[src/rtl/irq_fifo_pkg.sv]
// Shared NoC constants for the interrupt FIFO block: the SPM address width
// and the encoding of the processor's queue-select bit.
package irq_fifo_pkg;

    localparam int ADDR_W = 14;

    localparam logic SEL_DATA = 1'b0;
    localparam logic SEL_IRQ  = 1'b1;

endpackage

[src/rtl/irq_fifo_queue.sv]
// One circular-buffer queue: write/read pointers that wrap naturally and an
// occupancy count one bit wider than the pointers so full and empty differ.
module irq_fifo_queue
    import irq_fifo_pkg::*;
#(
    parameter int DEPTH = 16,
    parameter int W     = ADDR_W
) (
    input  logic                   clk,
    input  logic                   reset,
    input  logic                   push,
    input  logic [W-1:0]           push_data,
    input  logic                   pop,
    output logic [W-1:0]           head,
    output logic                   empty,
    output logic [$clog2(DEPTH):0] count,
    output logic                   overflow
);

    localparam int PW = $clog2(DEPTH);

    logic [W-1:0]  mem [DEPTH];
    logic [PW-1:0] wr_ptr;
    logic [PW-1:0] rd_ptr;
    logic          full;
    logic          do_push;
    logic          do_pop;

    assign full  = (count == (PW+1)'(DEPTH));
    assign empty = (count == '0);
    assign head  = mem[rd_ptr];

    // A pop on a full queue frees the slot the simultaneous push lands in.
    assign do_pop   = pop && !empty;
    assign do_push  = push && (!full || do_pop);
    assign overflow = push && full && !do_pop;

    always_ff @(posedge clk) begin
        if (do_push && !reset) begin
            mem[wr_ptr] <= push_data;
        end
    end

    always_ff @(posedge clk) begin
        if (reset) begin
            wr_ptr <= '0;
            rd_ptr <= '0;
            count  <= '0;
        end else begin
            if (do_push) begin
                wr_ptr <= wr_ptr + 1'b1;
            end
            if (do_pop) begin
                rd_ptr <= rd_ptr + 1'b1;
            end
            case ({do_push, do_pop})
                2'b10:   count <= count + 1'b1;
                2'b01:   count <= count - 1'b1;
                default: count <= count;
            endcase
        end
    end

endmodule

[src/rtl/irq_fifo.sv]
// Data-arrival and remote-IRQ queues behind one processor read port, with
// level interrupts per queue and sticky overflow flags cleared by a read.
module irq_fifo
    import irq_fifo_pkg::*;
#(
    parameter int DATA_DEPTH = 16,
    parameter int IRQ_DEPTH  = 16
) (
    input  logic              clk,
    input  logic              reset,
    input  logic [ADDR_W-1:0] irq_fifo_data,
    input  logic              irq_fifo_data_valid,
    input  logic              irq_fifo_irq_valid,
    input  logic              rd_en,
    input  logic              rd_sel,
    output logic [ADDR_W-1:0] rd_data,
    output logic              rd_valid,
    output logic              rd_hit,
    output logic              irq_data,
    output logic              irq_irq,
    output logic [1:0]        ovf
);

    logic [ADDR_W-1:0]           data_head;
    logic [ADDR_W-1:0]           irq_head;
    logic                        data_empty;
    logic                        irq_empty;
    logic [$clog2(DATA_DEPTH):0] data_count;
    logic [$clog2(IRQ_DEPTH):0]  irq_count;
    logic                        data_ovf;
    logic                        irq_ovf;
    logic                        data_rd;
    logic                        irq_rd;
    logic                        sel_empty;
    logic [ADDR_W-1:0]           sel_head;

    assign data_rd = rd_en && (rd_sel == SEL_DATA);
    assign irq_rd  = rd_en && (rd_sel == SEL_IRQ);

    irq_fifo_queue #(.DEPTH(DATA_DEPTH), .W(ADDR_W)) u_data_q (
        .clk       (clk),
        .reset     (reset),
        .push      (irq_fifo_data_valid),
        .push_data (irq_fifo_data),
        .pop       (data_rd),
        .head      (data_head),
        .empty     (data_empty),
        .count     (data_count),
        .overflow  (data_ovf)
    );

    irq_fifo_queue #(.DEPTH(IRQ_DEPTH), .W(ADDR_W)) u_irq_q (
        .clk       (clk),
        .reset     (reset),
        .push      (irq_fifo_irq_valid),
        .push_data (irq_fifo_data),
        .pop       (irq_rd),
        .head      (irq_head),
        .empty     (irq_empty),
        .count     (irq_count),
        .overflow  (irq_ovf)
    );

    assign sel_empty = (rd_sel == SEL_IRQ) ? irq_empty : data_empty;
    assign sel_head  = (rd_sel == SEL_IRQ) ? irq_head  : data_head;

    // Read handshake: no ready; every rd_en cycle yields exactly one rd_valid
    // pulse on the next cycle, with rd_hit=0 and rd_data=0 for an empty queue.
    always_ff @(posedge clk) begin
        if (reset) begin
            rd_data  <= '0;
            rd_valid <= 1'b0;
            rd_hit   <= 1'b0;
        end else begin
            rd_valid <= rd_en;
            rd_hit   <= rd_en && !sel_empty;
            if (rd_en) begin
                rd_data <= sel_empty ? '0 : sel_head;
            end
        end
    end

    // A fresh overflow wins over a clearing read in the same cycle.
    always_ff @(posedge clk) begin
        if (reset) begin
            ovf      <= 2'b00;
            irq_data <= 1'b0;
            irq_irq  <= 1'b0;
        end else begin
            ovf[0]   <= data_ovf || (ovf[0] && !data_rd);
            ovf[1]   <= irq_ovf  || (ovf[1] && !irq_rd);
            irq_data <= (data_count != '0);
            irq_irq  <= (irq_count != '0);
        end
    end

endmodule

[config.mk]
export PLATFORM = sky130hd
export DESIGN_NAME = irq_fifo
export DESIGN_NICKNAME = d
export VERILOG_FILES = /design/src/rtl/irq_fifo_pkg.sv /design/src/rtl/irq_fifo_queue.sv /design/src/rtl/irq_fifo.sv
export SDC_FILE = /design/constraint.sdc
export NUM_CORES = 1
export LEC_CHECK = 0
export ABC_AREA = 1
export ABC_CLOCK_PERIOD_IN_PS = 2400
export CORE_MARGIN = 5
export CORE_UTILIZATION = 55
export DETAILED_ROUTE_END_ITERATION = 8
export PLACE_DENSITY = 0.72
export SLEW_MARGIN = 20
export SYNTH_ARGS = -nofsm -noshare
export SYNTH_HDL_FRONTEND = slang
export SYNTH_SLANG_ARGS = --single-unit
[constraint.sdc]
create_clock -name clk -period 2.4 [get_ports clk]
set_input_delay 0.24 -clock clk [delete_from_list [all_inputs] [get_ports clk]]
set_output_delay 0.24 -clock clk [all_outputs]
set_load 0.05 [all_outputs]
==> summary.md, run 1 <==
| Metric | Value |
|---|---|
| Run status | finished, final reports clean |
| # IOs | 40 |
| Critical path class | reg -> reg |
| CTS Buf Count | 49 |
| Fraction of layout cells with a size suffix above 1 | 8.47% |
| Max-Cap Viols | 0 |
| FMAX | 466 MHz |
| Slew HR | between 60% and 70% |
| CTS sink cnt | about 500 |
| Inst Count DP | approximately 2600 |
| Slowest cell delay on critical path | around 0.40 ns |
| Placed wire-length estimate | ~31000 um |
| Routability cong. | between 0.8 and 0.9 |
| Seq/Total Area, Yosys | 68.3% |
| Synth Flop Type | edfxtp_1 |
| Die height | 207 um |
| Setup tns final | 0 ns |
| Total wire length | 51600 um |
| Worst-margin pin slew | roughly 0.56 ns |
| FILL cells | about 3000 |
| PD cells | 813 nW/um2 |
| Slew Limit Fails | 0 |
| Crit-path slowest cell | dfxtp_1 |
| First-pass GRT wire length | 79200 um |
| VDD IR max | between 0.7 and 0.8 mV |
| Final non-filler cell total | about 2700 |
| Fin util | roughly 63% |
| Overall routing resource usage | about a quarter |
| Fin crit period | about 2.1 ns |
| Initial antenna violation count | 0 |
| Number of distinct library cells after synthesis | 28 |
| Yosys Warn Count | 0 |
| Synthesis-to-layout area growth | 13.6% |
| Root buffer selected by CTS | clkbuf_16 |
| Worst Path Arrival | 2.41 ns |
| Detail Route Antenna Nets | 0 |
| Buf/Inv on CP | 4 |
| CTS tree | yes |
| Clock skew | 0.0130 ns |
| Starting Density | ~55% |
| Placed standard-cell area | around 23000 um2 |
| Top post-synthesis cells by count | nand2_1 (778), edfxtp_1 (448), nand3_1 (303) |
| Vias in the first global route | between 10000 and 15000 |
| CP delay by family, top | simple AND/OR/NAND/NOR gates |
| Most common cell in the synthesized netlist | nand2_1 |
| Largest net degree at the start of global routing | 60 |
| CP max FO | 10 |
| Worst Setup End Kind | flop |
| Die Width | 207 um |
| DRC viols | 0 |
| Mapped Nets | around 2100 |
| Core Region | 38500 um2 |
| Synth area leaders | edfxtp_1 (63%), nand2_1 (14%), nand3_1 (7.1%), dfxtp_1 (5.1%), inv_1 (3.3%) |
| Leading area contributor after synthesis | edfxtp_1 |
| Post-synth EDFFs | 448 |
| CTS Hold Bufs | 0 |
| Starting DRT DRC Count | around 1600 |
| Grt ovf | 0 |
| Post-route clock period utilization | about 89% |
| CTS H-tree depth | 2 |
| Ant diodes | 0 |
| Synth Instances | ~2000 |
| Synth async-reset ratio | 0% |
| Syn_area_per_cell | approximately 10 um2 |
| Core Rows | 72 |
| Startpoint Class | flop |
| Nets | between 2000 and 2500 |
| Worst-skew pair later-pin latency | between 0.5 and 0.6 ns |
| Final setup fails | 0 |
| Die area | 42700 um2 |
| Via count | 14638 |
| DRT Pass-1 Iters | 7 |
| Via/cell ratio | around 5.4 |
| Final Hold Viols | 0 |
| Static leakage | around 9.8 nW |
| Clock Tree Buf Depth | 3 |
| Tot Pwr | between 15 and 20 mW |
| Post-route design area | about 24000 um2 |
| Netlist Area Pre-Place | about 21000 um2 |
| WP data required | roughly 2.7 ns |
| Hold crit path type | in -> reg |
| Share of the synthesized area in the top cell type | 63.3% |
| Synthesized flop and latch total | 502 |
| WL/cell | approximately 19 um |
| Port bufs | 39 |
| RSZ-0062 raised after global routing | no |
| Worst path cell trace | inv_1 > nand4_2 > nand2_2 > nand2_1 > nand2_2 > buf_4 > inv_1 > nand3_1 > nor2_1 > buf_4 |
| CTS clk-pin slew, worst paths | about 0.06 ns |
-- per-stage QoR --
stage,hold WS [ns],worst slack (ns)
after global routing,0.334,0.000561
after CTS,0.295,0.237
after detailed placement,0.445,-0.0444
after global placement,0.438,-0.0304
after floorplan,0.339,0.343
final,0.317,0.253
-- power breakdown --
group | internal (mW) | switching, mW
Clock | 4.25 | 3.12
Sequential | 9.68 | 0.115
Combinational | 0.748 | 1.73
Total | 14.7 | 4.97
-- placed cells by master (no fill, tap or decap) --
| master | n |
|---|---|
| nand4_1 | 2 |
| buf_12 | 14 |
| a21oi_2 | 1 |
| clkinv_1 | 4 |
| dfxtp_2 | 2 |
| ha_1 | 17 |
| o21bai_1 | 2 |
| clkdlybuf4s50_1 | 39 |
| clkbuf_8 | 5 |
| inv_1 | 187 |
| nand2_2 | 4 |
| nor2_1 | 76 |
| edfxtp_1 | 448 |
| inv_8 | 1 |
| bufinv_16 | 3 |
| buf_4 | 78 |
| nand2_1 | 778 |
| nand2_4 | 1 |
| nor2_2 | 1 |
| clkbuf_16 | 49 |
| a21o_1 | 2 |
| nand4_2 | 1 |
| o21ai_1 | 2 |
| xor2_1 | 9 |
| a21oi_1 | 21 |
| dfxtp_1 | 50 |
| dfxtp_4 | 2 |
| inv_4 | 1 |
| ha_2 | 1 |
| o21ai_0 | 26 |
| xor2_2 | 2 |
| o211ai_1 | 5 |
| clkinvlp_4 | 3 |
| nand3_1 | 303 |
| clkbuf_1 | 17 |
| inv_2 | 8 |
| clkinv_2 | 7 |
-- worst min-delay path: cells and delay by family --
family | cells | cell delay, ns
buf+inv | 1 | 0.44
compound gates | 1 | 0.05
simple gates | 1 | 0.09
-- worst paths after layout --
| check | from | end | slack (ns) | depth (start not counted) |
|---|---|---|---|---|
| worst max-delay path | u_irq_q.count[1] | u_irq_q.mem[15][8] | 0.25 | 10 |
| worst min-delay path | irq_fifo_irq_valid | ovf[1] | 0.32 | 3 |
| worst max register to register | u_irq_q.count[1] | u_irq_q.mem[15][8] | 0.25 | 10 |
| worst min register to register | rd_data[2] | rd_data[2] | 0.45 | 2 |
-- sequential cells by signal (all words and copies together) (netlist names), 2 cells and up, named ones only --
| name | cells |
|---|---|
| ovf | 2 |
| u_irq_q.rd_ptr | 4 |
| u_data_q.count | 5 |
| u_data_q.wr_ptr | 4 |
| u_irq_q.wr_ptr | 4 |
| u_data_q.mem | 224 |
| u_irq_q.count | 5 |
| u_data_q.rd_ptr | 4 |
| u_irq_q.mem | 224 |
| rd_data | 14 |
-- metal layers --
layer	up-vias	part of all wire, %	GRT usage (%)
met5	-	0	0
met1	6880	41	34.4
met4	0	3.9	8.65
met3	130	9.6	4.12
met2	705	46	38.6
li1	6923	-	-
-- cells by family (layout without fill, tap and decap cells) --
| logic type | after synthesis | count (layout) | share of synthesized area (%) |
|---|---|---|---|
| and+or+nand+nor | 1166 | 1166 | 22.5 |
| adders and majority gates | 18 | 18 | 1.06 |
| buffers and inverters | 291 | 416 | 6.12 |
| xor gates and xnor gates | 11 | 11 | 0.453 |
| AOI/OAI and AO/OA | 59 | 59 | 1.51 |
| DFF | 502 | 502 | 68.3 |
-- cell type report --
type,count,area [um2],area share [%]
clock buffer,71,1360,5.62
clock inverter,18,174,0.720
inverter,196,738,3.05
multi-input combinational,1254,5450,22.6
sequential,502,14500,60.2
tap,518,648,2.68
timing repair buffer,131,1260,5.20
-- what timing repair did --
action | CTS | global route
gates resized for setup | 0 | 3
endpoints found under the setup margin | 0 | 2
setup buffers | 0 | 0
(Power assumes the default switching activity.)
==> run 2: changes to the inputs <==
--- a/config.mk
+++ b/config.mk
@@ -8,9 +8,10 @@
 export ABC_AREA = 1
 export ABC_CLOCK_PERIOD_IN_PS = 2400
 export CORE_MARGIN = 5
-export CORE_UTILIZATION = 55
+export CORE_UTILIZATION = 60
+export CTS_CLUSTER_SIZE = 12
 export DETAILED_ROUTE_END_ITERATION = 8
-export PLACE_DENSITY = 0.72
+export PLACE_DENSITY = 0.77
 export SLEW_MARGIN = 20
 export SYNTH_ARGS = -nofsm -noshare
 export SYNTH_HDL_FRONTEND = slang
==> summary.md, run 2 (synthesized netlist as in run 1, its figures left out) <==
| Metric | Value |
|---|---|
| Run status | finished, final reports clean |
| Worst Setup SP | u_data_q.count[1] |
| FMAX | 455 MHz (-2.3%) |
| DRC viols | 0 (unchanged) |
| Clock Tree Buf Depth | 3 (unchanged) |
| Slowest cell delay on critical path | 0.46 ns (+0.06 ns) |
| Vias in the first global route | 14347 (+2.8%) |
| Fin util | 68.4% (+5.5 points) |
| Max-Cap Viols | 0 (unchanged) |
| Most common cell after layout, fill and taps aside | nand2_1 |
| FILL cells | 2494 (-16%) |
| Die area | 39300 um2 (-7.9%) |
| Overall routing resource usage | 26.9% (+2.6 points) |
| Core Region | 35300 um2 (-8.2%) |
| Routability cong. | 0.930 (+4.7%) |
| Die Width | 198 um (-4.1%) |
| Grt ovf | 0 (unchanged) |
| Nets | 2165 (-0.32%) |
| Total wire length | 52300 um (+1.5%) |
| PD cells | 810 nW/um2 (-0.34%) |
| Root buffer selected by CTS | clkbuf_16 |
| Crit-path slowest cell | dfxtp_1 |
| R2R depth | 12 (+2) |
| Critical Path Sink | u_data_q.count[2] |
| Inst Count DP | 2536 (-2.5%) |
| VDD IR max | 0.493 mV (-32%) |
| Reg-to-Reg Start | u_data_q.count[1] |
| Static leakage | 9.80 nW (-0.38%) |
| Synthesis-to-layout area growth | 13.5% |
| Largest net degree at the start of global routing | 115 (+92%) |
| Worst Path Arrival | 2.67 ns (+0.26 ns) |
| Ant diodes | 0 (unchanged) |
| Detail Route Antenna Nets | 0 (unchanged) |
| Startpoint Class | flop |
| Hold crit path type | in -> reg |
| Footprint of the multi-input gates | 5450 um2 (about the same) |
| Critical path class | reg -> reg |
| Starting Density | 60.2% (+4.9 points) |
| Clock skew | 0.0170 ns (+0.00400 ns) |
| Worst reg2reg endpoint | u_data_q.count[2] |
| Post-route design area | 24100 um2 (-0.11%) |
| WL/cell | 19.9 um (+4.0%) |
| Initial antenna violation count | 0 (unchanged) |
| Core Rows | 69 (-4.2%) |
| Post-CTS setup buffers | 0 (unchanged) |
| Fraction of layout cells with a size suffix above 1 | 7.76% (-0.71 points) |
| Tot Pwr | 19.6 mW (-0.45%) |
| Slew HR | 56.9% (-6.0 points) |
| Placed wire-length estimate | 31400 um (-0.13%) |
| CTS tree | yes |
| DRT Pass-1 Iters | 6 (-1) |
| Worst Setup End Kind | flop |
| Fin crit period | 2.20 ns (+0.0499 ns) |
| Die height | 198 um (-4.1%) |
| Starting DRT DRC Count | 2116 (+29%) |
| CTS Buf Count | 50 (+2.0%) |
| CTS sink cnt | 502 (unchanged) |
| Worst path cell trace | inv_2 > nand4_1 > nand2_2 > nand2_1 > nand2_4 > ha_2 > xor2_2 > ha_1 > a21o_1 > xor2_1 > o21ai_0 > inv_1 |
| Worst reg2reg setup slack | 0.20 ns (-0.05 ns) |
| CP max FO | 4 (-6) |
| Slew Limit Fails | 0 (unchanged) |
| Post-cts resize count | 0 (unchanged) |
| First-pass GRT wire length | 81100 um (+2.5%) |
| Final non-filler cell total | 2625 (-2.4%) |
| CTS H-tree depth | 2 (unchanged) |
| Worst-margin pin slew | 0.646 ns (+0.0912 ns) |
| Placed standard-cell area | 22600 um2 (about the same) |
| WP data required | 2.87 ns (+0.21 ns) |
| # IOs | 40 (unchanged) |
| Port bufs | 39 (unchanged) |
| Final setup fails | 0 (unchanged) |
| Via count | 14880 (+1.7%) |
| Commonest cells after routing, fill and taps aside | nand2_1 (778), edfxtp_1 (448), nand3_1 (303) |
| Worst-skew pair later-pin latency | 0.58 ns (+0.02 ns) |
| CTS clk-pin slew, worst paths | 0.06 ns (about the same) |
| Via/cell ratio | 5.67 (+4.2%) |
| Biggest regs | u_data_q.mem (224), u_irq_q.mem (224), rd_data (14) |
| Final Hold Viols | 0 (unchanged) |
| Post-route clock period utilization | 91.6% (+2.1 points) |
| Register Area | 14500 um2 (unchanged) |
| CTS Hold Bufs | 0 (unchanged) |
-- run 2: stage by stage --
step | setup slack (ns) | TNS, ns | hold slack (ns)
floorplan | 0.343 | 0 | 0.339
global placement | 0.00964 | 0 | 0.442
detailed placement | -0.0968 | -0.144 | 0.441
CTS | 0.222 | 0 | 0.318
global route | -0.0202 | -0.0202 | 0.343
finish | 0.203 | 0 | 0.332
-- run 2: report_power, final --
part	switching, mW	internal [mW]	total, mW
clock	3.14	4.08	7.22
combinational	1.78	0.753	2.53
sequential	0.131	9.68	9.81
-- run 2: worst min path at each step --
stage,slack (ns),startpoint,depth (start not counted),to
after detailed placement,0.44,rd_data[13],2,rd_data[13]
final,0.33,irq_fifo_irq_valid,3,ovf[1]
after floorplan,0.34,irq_fifo_data[0],0,u_data_q.mem[0][0]
after CTS,0.32,irq_fifo_irq_valid,3,ovf[1]
after global routing,0.34,irq_fifo_irq_valid,3,ovf[1]
after global placement,0.44,rd_data[10],2,rd_data[10]
-- run 2: cell type report --
cell class              instances  area share (%)
clock inverters                 8           0.238
clock buffers                  81            5.96
inverters                     196            3.06
repair buffers                123            5.52
flip-flops and latches        502            60.2
well taps                     461            2.39
multi-input cells            1254            22.6
-- run 2: worst max-delay path, delay by kind of cell (launching register included) --
family                   cells  cell delay, ns
XOR/XNOR                     2            0.35
flip-flops                   1            0.46
adder cells (fa/ha/maj)      2            0.40
buffers and inverters        2            0.13
AND/OR/NAND/NOR              4            0.37
AO/OA/AOI/OAI                2            0.39
-- run 2: per-layer routing --
metal | share of wire (%) | GRT usage, % | wire length, um | vias to the layer above
li1 | - | - | - | 6906
met1 | 39 | 37.9 | 20400 | 7013
met2 | 46 | 41.5 | 23800 | 836
met3 | 11 | 6.30 | 5960 | 125
met4 | 4.1 | 10.3 | 2150 | 0
met5 | 0 | 0 | 0 | -
